## src/rtl/noc_mem_ingress.sv

```systemverilog
// rtl/noc_mem_ingress.sv - NoC packet classifier and FIFO ahead of the memory node
// Optional build macro NOC_MEM_INGRESS_STATS_EN adds saturating ifmap/filter/drop counters.
module noc_mem_ingress #(
    parameter int DATA_WIDTH = 18,
    parameter int WIDTH      = 4,
    parameter int MEM_INDEX  = 0,
    parameter int FIFO_DEPTH = 8,
    parameter int RESULT_NUM = 9
) (
    input  logic                          clk,
    input  logic                          rst_n,
    input  logic                          pkt_in_valid,
    output logic                          pkt_in_ready,
    input  logic [DATA_WIDTH-1:0]         pkt_in_data,
    input  logic                          mem_loaded,
    output logic                          req_valid,
    input  logic                          req_ready,
    output logic [DATA_WIDTH-1:0]         req_data,
    output logic [1:0]                    req_kind,
    output logic [$clog2(FIFO_DEPTH):0]   fifo_level,
    output logic                          err_drop,
    output logic                          all_done
`ifdef NOC_MEM_INGRESS_STATS_EN
    ,
    output logic [15:0]                   stat_ifmap,
    output logic [15:0]                   stat_filter,
    output logic [15:0]                   stat_drop
`endif
);

    localparam int PTR_W = $clog2(FIFO_DEPTH);
    localparam int LVL_W = PTR_W + 1;
    localparam int CNT_W = $clog2(RESULT_NUM + 1);

    typedef enum logic [1:0] {
        WAIT_LOAD = 2'd0,
        RUN       = 2'd1,
        DONE      = 2'd2
    } state_t;

    state_t state, state_nxt;

    logic [DATA_WIDTH-1:0] mem [FIFO_DEPTH];
    logic [PTR_W-1:0]      wr_ptr, rd_ptr;
    logic [LVL_W-1:0]      level;
    logic [CNT_W-1:0]      result_cnt;
    logic [DATA_WIDTH-1:0] head;
    logic [1:0]            in_type, head_type;
    logic [WIDTH-1:0]      in_dest;
    logic                  full, empty, in_xfer, drop, push, pop, pop_result;

    assign in_type   = pkt_in_data[DATA_WIDTH-1 -: 2];
    assign in_dest   = pkt_in_data[DATA_WIDTH-3 -: WIDTH];
    assign head      = mem[rd_ptr];
    assign head_type = head[DATA_WIDTH-1 -: 2];

    assign full  = (level == LVL_W'(FIFO_DEPTH));
    assign empty = (level == '0);

    // rst_n gates ready so the router sees 0 while reset is held, not only after it.
    assign pkt_in_ready = rst_n && (state != DONE) && !full;
    assign req_valid    = (state == RUN) && !empty;
    assign all_done     = (state == DONE);
    assign fifo_level   = level;

    // Head is a registered array entry; zeroed when not presented.
    assign req_data = req_valid ? head : '0;
    assign req_kind = req_valid ? head_type : 2'b00;

    assign in_xfer    = pkt_in_valid && pkt_in_ready;
    assign drop       = in_xfer && ((in_type == 2'b11) || (in_dest != WIDTH'(MEM_INDEX)));
    assign push       = in_xfer && !drop;
    assign pop        = req_valid && req_ready;
    assign pop_result = pop && (head_type == 2'b00);

    always_comb begin
        state_nxt = state;
        case (state)
            WAIT_LOAD: if (mem_loaded) state_nxt = RUN;
            RUN:       if (pop_result && (result_cnt == CNT_W'(RESULT_NUM - 1))) state_nxt = DONE;
            DONE:      state_nxt = DONE;
            default:   state_nxt = WAIT_LOAD;
        endcase
    end

    always_ff @(posedge clk or negedge rst_n) begin
        if (!rst_n) begin
            state      <= WAIT_LOAD;
            wr_ptr     <= '0;
            rd_ptr     <= '0;
            level      <= '0;
            result_cnt <= '0;
            err_drop   <= 1'b0;
        end else begin
            state    <= state_nxt;
            err_drop <= drop;
            if (push) wr_ptr <= wr_ptr + 1'b1;
            if (pop)  rd_ptr <= rd_ptr + 1'b1;
            case ({push, pop})
                2'b10:   level <= level + 1'b1;
                2'b01:   level <= level - 1'b1;
                default: level <= level;
            endcase
            if (pop_result && (result_cnt != CNT_W'(RESULT_NUM)))
                result_cnt <= result_cnt + 1'b1;
        end
    end

    always_ff @(posedge clk) begin
        if (push) mem[wr_ptr] <= pkt_in_data;
    end

`ifdef NOC_MEM_INGRESS_STATS_EN
    always_ff @(posedge clk or negedge rst_n) begin
        if (!rst_n) begin
            stat_ifmap  <= '0;
            stat_filter <= '0;
            stat_drop   <= '0;
        end else begin
            if (pop && (head_type == 2'b01) && (stat_ifmap != 16'hFFFF))
                stat_ifmap <= stat_ifmap + 1'b1;
            if (pop && (head_type == 2'b10) && (stat_filter != 16'hFFFF))
                stat_filter <= stat_filter + 1'b1;
            if (drop && (stat_drop != 16'hFFFF))
                stat_drop <= stat_drop + 1'b1;
        end
    end
`endif

endmodule

```

## config.mk

```make
export PLATFORM = sky130hd
export DESIGN_NAME = noc_mem_ingress
export DESIGN_NICKNAME = d
export VERILOG_FILES = /design/src/rtl/noc_mem_ingress.sv
export SDC_FILE = /design/constraint.sdc
export NUM_CORES = 1
export LEC_CHECK = 0
export BUFFER_PORTS_ARGS = -buffer_cell sky130_fd_sc_hd__buf_2
export CAP_MARGIN = 10
export CORE_ASPECT_RATIO = 1.1
export CORE_UTILIZATION = 40
export CTS_CLUSTER_DIAMETER = 100
export DETAILED_ROUTE_END_ITERATION = 16
export GPL_TIMING_DRIVEN = 0
export PLACE_DENSITY_LB_ADDON = 0.05
export REMOVE_ABC_BUFFERS = 1
export SYNTH_ARGS = -nofsm -noshare
export SYNTH_HDL_FRONTEND = slang
export SYNTH_SLANG_ARGS = --single-unit
```

## constraint.sdc

```tcl
create_clock -name clk -period 3.9 [get_ports clk]
set_clock_uncertainty 0.15 [all_clocks]
set_input_delay 0.585 -clock clk [delete_from_list [all_inputs] [get_ports clk]]
set_output_delay 0.585 -clock clk [all_outputs]
set_load 0.01 [all_outputs]
```

==> metrics.yaml, run 1 <==
logic_synthesis:
  synthAdderAreaFrac_pct: 2.117
  synthMuxAreaShare_pct: 16.20
  synth-xor-area-share_pct: 1.482
  ys_types: 34
  synth_ff_type: "edfxtp_1"
  netlist_instances: 330
  synth-compound-area-share_pct: 1.578
  ys_ff_latch: 161
  syn_area_per_cell_sq_um: 19.70
  async_flop_share_pct: 10.56
  ys_seq_area_share_pct: 73.04
  synth_top_family_by_area: "multiplexers"
  yosys_warnings: 0
  syn_area_sq_um: 6502
  synth_edf_count: 144
  synth_simple_gate_area_share_pct: 3.887
critical_path:
  cp.required_ps: 3160
  r2r_cells: 12
  crit_fanout: 38
  critPathKind: "register to output port"
  arrival_ps: 2630
  critPathLaunchType: "register"
  cp-end-kind: "output port"
sta:
  min_period_over_period_pct: 86.25
  period_needed_ps: 3364
  rsz0062_at_grt: "false"
  drv_slew: 0
  tightest_slew_ps: 859.6
  finalSetupViolCount: 0
  finalHoldViolations: 0
  fin_ws_ps: 536.3
  fmax_ghz: 0.2973
  max-slew-margin-rel_pct: 42.69
finish:
  diodes: 0
  stdcell_count: 614
  fin_util_pct: 49.24
  finalNetCount: 435
  drive_above_1_share_pct: 35.99
  area_growth_pct: 19.61
  fillers: 1335
  multi_input_area_sq_um: 1689
  regArea_sq_um: 4755
power_and_ir_drop:
  p_per_area_nw_per_um2: 614.1
  leakage_nw: 2.707
  peakVddDrop_mv: 0.3051
clock_tree:
  cts_hold_buf: 1
  clock_latency_ps: 410
  clock-root-buffer: "clkbuf_16"
  clkSinkCount: 161
  path_clk_slew_ps: 60
  htree_levels: 4
  cts_made_buffers: 17
  cts_max_path_buffers: 2
  cts_tree: "built"
  post_cts_buffers: 0
  cts_resized: 0
min_path:
  min_path_cells: 3
  hold_path_class: "primary input to register"
global_routing:
  antenna_found_initial: 0
  overflow: 0
  grt_pass1_wl_mm: 19.44
  grt_start_max_net_pins: 39
  first_global_vias: 3321
  gr-usage-all-layers_pct: 16.84
drt:
  drc: 0
  dr.pass1.iters: 4
  avgRoutedWirePerCell_um: 20.54
  wirelength_mm: 12.61
  routed_via_density: 5.178
  vias: 3179
  drtIter0Drc: 136
  ant_nets: 0
floorplanning:
  rows: 48
  ioPinCount: 51
  die_area_sq_um: 16770
  core_sq_um: 15800
  die_w_um: 123.6
  die_y_um: 135.7
  start_util_pct: 41.17
place:
  dp_hpwl_mm: 8.226
  gp_congestion: 0.6964
  place_inst: 581
  dp_worst_setup_slack_ps: 461.8
  port-buffer-count: 50
run:
  drv_cap: 0
outcome:
  status: "finished, final reports clean"
per-layer routing:
| layer | vias up | global-route usage [%] | routed length (um) |
|---|---|---|---|
| met3 | 8 | 4.461 | 470 |
| met5 | - | 0 | 0 |
| met4 | 0 | 5.556 | 108 |
| li1 | 1452 | - | - |
| met2 | 59 | 28.09 | 6500 |
| met1 | 1660 | 21.23 | 5534 |
final cells by class:
class | instances | share of cell area, %
clock buffer | 28 | 6.644
clock inverter | 4 | 0.3057
inverter | 8 | 0.3861
multi-input combinational | 145 | 21.72
sequential | 161 | 61.13
tap | 200 | 3.218
timing repair buffer | 68 | 6.596
where the power goes:
part	total, W	switching (W)	internal (W)	leakage, nW
sequential	0.00222	0.000273	0.00194	1.51
combinational	0.00105	0.000426	0.000624	0.924
clock	0.00151	0.000610	0.000899	0.269
registers in the layout, indices dropped and copies added, names as in the netlist:
name        cells
state           2
fifo_level      4
wr_ptr          3
mem           144
result_cnt      4
err_drop        1
rd_ptr          3
worst paths after layout:
path	from	slack [ps]	to
max	rd_ptr[0]	540	req_kind[0]
min	pkt_in_valid	250	err_drop
max reg2reg	fifo_level[2]	550	fifo_level[2]
min reg2reg	wr_ptr[2]	350	wr_ptr[2]
max in group asynchronous	rst_n	2790	rd_ptr[0]
min in group asynchronous	rst_n	480	result_cnt[0]
cell usage after synthesis, types with 2 or more instances:
cell type | count | share of area [%]
nand2_1 | 11 | 0.63
and2_1 | 2 | 0.19
dfrtp_1 | 17 | 6.5
o21ai_0 | 2 | 0.15
nor2_1 | 20 | 1.2
mux4_2 | 36 | 12
mux2_2 | 4 | 0.69
mux2_1 | 2 | 0.35
clkbuf_1 | 5 | 0.29
xnor2_1 | 6 | 0.81
inv_1 | 7 | 0.40
mux2i_1 | 16 | 2.5
ha_1 | 11 | 2.1
a21oi_1 | 7 | 0.54
nand2b_1 | 3 | 0.29
buf_1 | 4 | 0.23
xor2_1 | 5 | 0.67
buf_4 | 2 | 0.23
edfxtp_1 | 144 | 66
nand3b_1 | 4 | 0.46
nor3b_1 | 4 | 0.46
nor3_1 | 3 | 0.23
buf_2 | 4 | 0.31
metrics by stage:
stage	TNS (ps)	cell area (sq um)	hold slack, ps	total power, W
6_report	0	7777	254.6	0.004776
5_1_grt	0	7777	260.2	0.005042
4_1_cts	0	7777	236.7	0.004863
3_5_place_dp	0	7227	357.6	0.003339
3_3_place_gp	-183600	6923	338.7	0.003288
2_1_floorplan	0	6422	139.4	0.002932
logic make-up (layout without fill, tap and decap cells):
| kind of cell | after synthesis | after routing |
|---|---|---|
| simple gates | 51 | 51 |
| buf+inv | 24 | 108 |
| compound gates | 13 | 13 |
| xor+xnor | 11 | 11 |
| flops | 161 | 161 |
| mux | 59 | 59 |
| fa+ha+maj | 11 | 11 |
cells in the final DEF, fill, tap and decap left out, drive strengths merged, types with 3 or more instances in the layout:
cell,Yosys,final
dfrtp,17,17
clkbuf,5,28
xnor2,6,6
o21ai,4,4
mux2,7,7
nand2,11,11
nor2,20,20
ha,11,11
clkinv,0,3
nor3b,4,4
edfxtp,144,144
nand2b,3,3
buf,11,67
mux4,36,36
nand3b,4,4
mux2i,16,16
nor3,4,4
a21oi,7,7
inv,8,9
xor2,5,5
critical path, cell delays in order, from the launching register on:
cell	delay, ps
dfrtp_4	940
mux4_2	590
mux2_2	330
and2_1	180
buf_2	130
Power figures use the tool's default switching activity.
==> inputs of run 2 (changes only) <==
- CORE_MARGIN: default -> 2
- clock period: 3.9 -> 4.35 ns (I/O delays scaled with it)
==> run 2 against run 1 <==
  * Via count grew 0.16%
  * Sequential power decreased by 14%
  * Setup slack gained 320 ps
  * Sequential share of layout area is 0.95 points lower
  * Clock-buffer cell count decreased by 10
  * Clock power increased by 7%
  * Cell area up 1.5%
  * Combinational power about the same
  * Cell count up 0.16%
  * Critical path type unchanged
  * Critical endpoint is now req_kind[1]
==> metrics.yaml, run 2 (synthesized netlist as in run 1, its figures left out) <==
drt:
  vias: 3184  # +0.16%
  avgRoutedWirePerCell_um: 20.85  # +1.5%
  routed_via_density: 5.177  # about the same
  drtIter0Drc: 131  # -3.7%
  dr.pass1.iters: 4  # unchanged
  drc: 0  # unchanged
  ant_nets: 0  # unchanged
  wirelength_mm: 12.83  # +1.7%
sta:
  fmax_ghz: 0.2865
  finalHoldViolations: 0  # unchanged
  drv_slew: 0  # unchanged
  max-slew-margin-rel_pct: 36.47  # -6.2 points
  period_needed_ps: 3490
  rsz0062_at_grt: "false"
  min_period_over_period_pct: 80.23
  hold_ws_ps: 18.44  # -236.1 ps
  fin_ws_ps: 860.1  # +323.8 ps
  tightest_slew_ps: 948.8  # +89.17 ps
  finalSetupViolCount: 0  # unchanged
critical_path:
  cp-end-kind: "output port"
  critical-path-top-delay-family: "multiplexers"
  slowest_stage: "dfrtp_2"
  critPathLaunchType: "register"
  cp_slowest_stage_delay_ps: 780  # -160 ps
  critPathKind: "register to output port"
  crit_fanout: 21  # -45%
  arrival_ps: 2690  # +60 ps
  cp.required_ps: 3550  # +390 ps
  path_cells: "buf_12 > mux4_2 > mux2_2 > and2_1 > buf_2"
  crit_buf_inv: 2  # +1
clock_tree:
  clock-root-buffer: "clkbuf_16"
  clkSinkCount: 161  # unchanged
  post_cts_buffers: 0  # unchanged
  clock_latency_ps: 410  # about the same
  cts_resized: 0  # unchanged
  cts_max_path_buffers: 2  # unchanged
  cts_tree: "built"
  htree_levels: 4  # unchanged
  path_clk_slew_ps: 60  # about the same
  cts_hold_buf: 0  # -1
  cts_made_buffers: 17  # unchanged
finish:
  drive_above_1_share_pct: 37.35  # +1.4 points
  final_common_cell: "edfxtp_1"
  stdcell_count: 615  # +0.16%
  largest_reg_flops: 144  # unchanged
  design_area_sq_um: 7896  # +1.5%
  area_growth_pct: 21.44
  largest_register: "mem"
  fillers: 1321  # -1.0%
  diodes: 0  # unchanged
  final_cell_mix: "edfxtp_1 (144), buf_2 (50), mux4_2 (36)"
  fin_util_pct: 49.99  # +0.75 points
  finalNetCount: 436  # +0.23%
global_routing:
  antenna_found_initial: 0  # unchanged
  grt_pass1_wl_mm: 19.69  # +1.3%
  first_global_vias: 3407  # +2.6%
  grt_start_max_net_pins: 27  # -31%
  gr-usage-all-layers_pct: 15.91  # -0.92 points
  overflow: 0  # unchanged
floorplanning:
  ioPinCount: 51  # unchanged
  start_util_pct: 41.17  # unchanged
  die_w_um: 125.6  # +1.6%
  rows: 48  # unchanged
  core_sq_um: 15800  # unchanged
  die_area_sq_um: 17290  # +3.1%
  die_y_um: 137.7  # +1.5%
place:
  gp_congestion: 0.7042  # +1.1%
  dp_worst_setup_slack_ps: 549.0  # +87.26 ps
  dp_hpwl_mm: 8.588  # +4.4%
  port-buffer-count: 50  # unchanged
  place_inst: 583  # +0.34%
  dpl-instance-area_sq_um: 7254  # +0.38%
power_and_ir_drop:
  p_per_area_nw_per_um2: 578.8  # -5.7%
  peakVddDrop_mv: 0.3330  # +9.1%
  leakage_nw: 2.764  # +2.1%
run:
  drv_cap: 0  # unchanged
outcome:
  status: "finished, final reports clean"
min_path:
  hold_path_class: "primary input to async pin"
run 2: cell count changes in the layout (fill, tap and decap cells not counted), moves of 2 or more:
cell | previous run | this run
buf_6 | 12 | 10
buf_8 | 1 | 5
bufinv_16 | 0 | 5
clkbuf_1 | 6 | 1
clkbuf_8 | 5 | 0
clkinv_4 | 0 | 4
run 2: final timing paths:
path,start,endpoint,slack [ps],cells past startpoint
worst max-delay path,rd_ptr[0],req_kind[1],860,5
worst min-delay path,rst_n,result_cnt[2],20,1
worst max register to register,fifo_level[2],fifo_level[2],1030,12
worst min register to register,wr_ptr[2],wr_ptr[2],370,1
max in group asynchronous,rst_n,rd_ptr[0],3700,1
min in group clk,pkt_in_valid,err_drop,300,3
run 2: cell type report:
type	instances	area, sq um	area share [%]
Tap cell	200	250.2	3.169
Clock inverter	14	212.7	2.694
Timing Repair Buffer	69	533.0	6.750
Inverter	8	30.03	0.3803
Multi-Input combinational cell	145	1689	21.39
Clock buffer	18	429.2	5.435
Sequential cell	161	4752	60.18
run 2: layer usage:
metal,part of all wire [%],global-route usage (%),vias up
met5,0,0,-
met4,1.2,5.000,0
met3,3.2,4.155,10
met2,50,26.52,58
met1,46,20.64,1663
li1,-,-,1453
run 2: stage by stage:
step	TNS (ps)	total power, W
after floorplan	0	0.002628
after global placement	-131550	0.002943
after detailed placement	0	0.003019
after CTS	0	0.004641
after global routing	0	0.004804
final	0	0.004571
run 2: power by group:
| part | total [W] | internal, W | leakage [nW] | switching (W) |
|---|---|---|---|---|
| sequential | 0.00192 | 0.00174 | 1.51 | 0.000184 |
| clock | 0.00162 | 0.00102 | 0.316 | 0.000597 |
| combinational | 0.00103 | 0.000577 | 0.935 | 0.000453 |
| total | 0.00457 | 0.00334 | 2.76 | 0.00123 |
==> inputs of run 3 (changes only) <==
- ABC_AREA: default -> 1
- clock period: 4.35 -> 2.83 ns (I/O delays scaled with it)
==> run 3 against run 2 <==
  * Wire length increased by 25%
  * Via count increased by 36%
  * Global-route usage increased by 1.9 points
  * Register-to-register slack got worse by 830 ps
  * Area after synthesis increased by 4.7%
  * Synthesized cell count increased by 69%
  * Critical endpoint is now req_data[13]
==> metrics.yaml, run 3 <==
global_routing:
  grt_start_max_net_pins: 71  # +160%
  overflow: 0  # unchanged
  grt_pass1_wl_mm: 23.89  # +21%
  antenna_found_initial: 0  # unchanged
  first_global_vias: 4213  # +24%
  gr-usage-all-layers_pct: 17.82  # +1.9 points
logic_synthesis:
  synth_top_family_by_area: "simple AND/OR/NAND/NOR gates"
  synthMuxAreaShare_pct: 0  # -16 points
  syn_area_sq_um: 6809  # +4.7%
  synthTopCellsByCount: "edfxtp_1 (144), nor2_1 (112), o21ai_0 (78), nand2_1 (47), inv_1 (27)"
  syn_area_per_cell_sq_um: 12.18  # -38%
  yosys_warnings: 0  # unchanged
  synth-xor-area-share_pct: 1.029  # -0.45 points
  netlist_top_cells_area: "edfxtp_1 (64%), dfrtp_1 (6.2%), nor2_1 (6.2%), o21ai_0 (5.7%), nand2_1 (2.6%)"
  ys_ff_latch: 161  # unchanged
  synthAdderAreaFrac_pct: 2.021  # -0.095 points
  synth_ff_type: "edfxtp_1"
  netlist_instances: 559  # +69%
  synth_simple_gate_area_share_pct: 12.42  # +8.5 points
  synth-compound-area-share_pct: 10.14  # +8.6 points
  async_flop_share_pct: 10.56  # unchanged
  synth_edf_count: 144  # unchanged
  synth_top_area_share_pct: 63.51  # -3.0 points
  ys_seq_area_share_pct: 69.75  # -3.3 points
  ys_types: 36  # +5.9%
  synth_area_leader_cell: "edfxtp_1"
  synth.most_common_cell: "edfxtp_1"
finish:
  final_cell_mix: "edfxtp_1 (144), nor2_1 (104), o21ai_0 (77)"
  final_common_cell: "edfxtp_1"
  stdcell_count: 837  # +36%
  finalNetCount: 650  # +49%
  drive_above_1_share_pct: 20.35  # -17 points
  largest_reg_flops: 144  # unchanged
  diodes: 0  # unchanged
  largest_register: "mem"
  area_growth_pct: 18.50
clock_tree:
  clock_latency_ps: 410  # about the same
  htree_levels: 4  # unchanged
  path_clk_slew_ps: 60  # about the same
  clock-root-buffer: "clkbuf_16"
  cts_tree: "built"
  clkSinkCount: 161  # unchanged
  cts_made_buffers: 17  # unchanged
  cts_max_path_buffers: 2  # unchanged
min_path:
  hold_path_class: "primary input to register"
drt:
  avgRoutedWirePerCell_um: 19.20  # -7.9%
  routed_via_density: 5.186  # +0.18%
  wirelength_mm: 16.07  # +25%
  drtIter0Drc: 367  # +180%
  ant_nets: 0  # unchanged
  drc: 0  # unchanged
  vias: 4341  # +36%
  dr.pass1.iters: 6  # +2
place:
  dp_worst_setup_slack_ps: -465.9  # -1015 ps
  gp_congestion: 0.7272  # +3.3%
  place_inst: 797  # +37%
  port-buffer-count: 50  # unchanged
  dp_hpwl_mm: 8.548  # -0.47%
critical_path:
  critical-path-top-delay-family: "buffers and inverters"
  critPathLaunchType: "register"
  critPathKind: "register to output port"
  slowest_stage: "dfrtp_1"
  crit_buf_inv: 3  # +1
  arrival_ps: 2070  # -620 ps
  path_cells: "inv_1 > ha_1 > nand2_2 > inv_2 > o21ai_1 > a31oi_1 > buf_2"
  crit_fanout: 17  # -19%
  cp-end-kind: "output port"
  cp.required_ps: 2260  # -1290 ps
  cp_slowest_stage_delay_ps: 400  # -380 ps
floorplanning:
  rows: 50  # +4.2%
  die_w_um: 128.4  # +2.3%
  ioPinCount: 51  # unchanged
  core_sq_um: 16830  # +6.5%
  die_area_sq_um: 18080  # +4.6%
  die_y_um: 140.8  # +2.3%
  start_util_pct: 40.46  # -0.71 points
outcome:
  status: "finished, final reports clean"
sta:
  max-slew-margin-rel_pct: 44.44  # +8.0 points
  tightest_slew_ps: 830.6  # -118.2 ps
  fmax_ghz: 0.3776
  finalHoldViolations: 0  # unchanged
  period_needed_ps: 2648
  finalSetupViolCount: 0  # unchanged
  rsz0062_at_grt: "false"
  setup-tns-final_ps: 0  # unchanged
  drv_slew: 0  # unchanged
  min_period_over_period_pct: 93.58
  fin_ws_ps: 181.8  # -678.3 ps
power_and_ir_drop:
  leakage_nw: 2.980  # +7.8%
  p_per_area_nw_per_um2: 906.1  # +57%
  peakVddDrop_mv: 0.4930  # +48%
run:
  drv_cap: 0  # unchanged
## run 3: cell count changes after synthesis, sizes merged, moves of 7 or more
cell / change
nor2: +95
a31oi: +16
nand3: +19
nand2: +45
mux2i: -16
inv: +26
o22ai: +16
buf: +8
mux4: -36
o21ai: +81
mux2: -7
## run 3: report_power, final
group / switching, W / total (W) / leakage, nW / internal (W)
registers: 0.000250 / 0.00295 / 1.50 / 0.00270
clock network: 0.000876 / 0.00217 / 0.266 / 0.00129
logic: 0.00143 / 0.00220 / 1.21 / 0.000765
total: 0.00256 / 0.00731 / 2.98 / 0.00475
## run 3: final timing paths
path	startpoint	endpoint	slack, ps	cells past startpoint
max in group asynchronous	rst_n	rd_ptr[0]	1380	2
worst min-delay path	pkt_in_data[11]	mem[1][11]	130	1
worst min register to register	result_cnt[3]	result_cnt[3]	330	2
worst max-delay path	state[1]	req_data[13]	180	7
min in group asynchronous	rst_n	result_cnt[1]	540	2
worst max register to register	state[0]	mem[3][2]	200	8
## run 3: per-stage QoR
stage	hold WS [ps]	total power [W]	utilization, %	cell area (sq um)
2_1_floorplan	-21.09	0.004226	-	6621
3_3_place_gp	241.1	0.004953	42.38	7132
3_5_place_dp	241.2	0.004978	43.69	7352
4_1_cts	117.0	0.007228	47.35	7969
5_1_grt	123.8	0.007764	47.95	8069
6_report	126.9	0.007312	47.95	8069
## run 3: cell type report
cell class | count | area [sq um]
Inverter | 34 | 166.4
Tap cell | 208 | 260.3
Fill cell | 1529 | 8760
Multi-Input combinational cell | 336 | 1773
Clock buffer | 21 | 440.4
Sequential cell | 161 | 4757
Clock inverter | 11 | 115.1
Timing Repair Buffer | 66 | 556.8
## run 3: cells by family after synthesis
family          Yosys count
fa+ha+maj                11
flops                   161
xor+xnor                  8
buf+inv                  62
simple gates            194
compound gates          123
## run 3: metal layers
| layer | up-vias | wire (um) | global-route usage, % |
|---|---|---|---|
| li1 | 2093 | - | - |
| met1 | 2147 | 7352 | 23.55 |
| met2 | 87 | 7873 | 29.20 |
| met3 | 14 | 625 | 3.605 |
| met4 | 0 | 218 | 6.478 |
| met5 | - | 0 | 0 |
## run 3: timing repair
action,4_1_cts,5_1_grt
resized for setup,10,4
endpoints found under the hold margin,17,0
hold buffers,1,0
cloned,0,0
buffers inserted,1,6
pin swaps,0,3
setup endpoints to repair,26,39
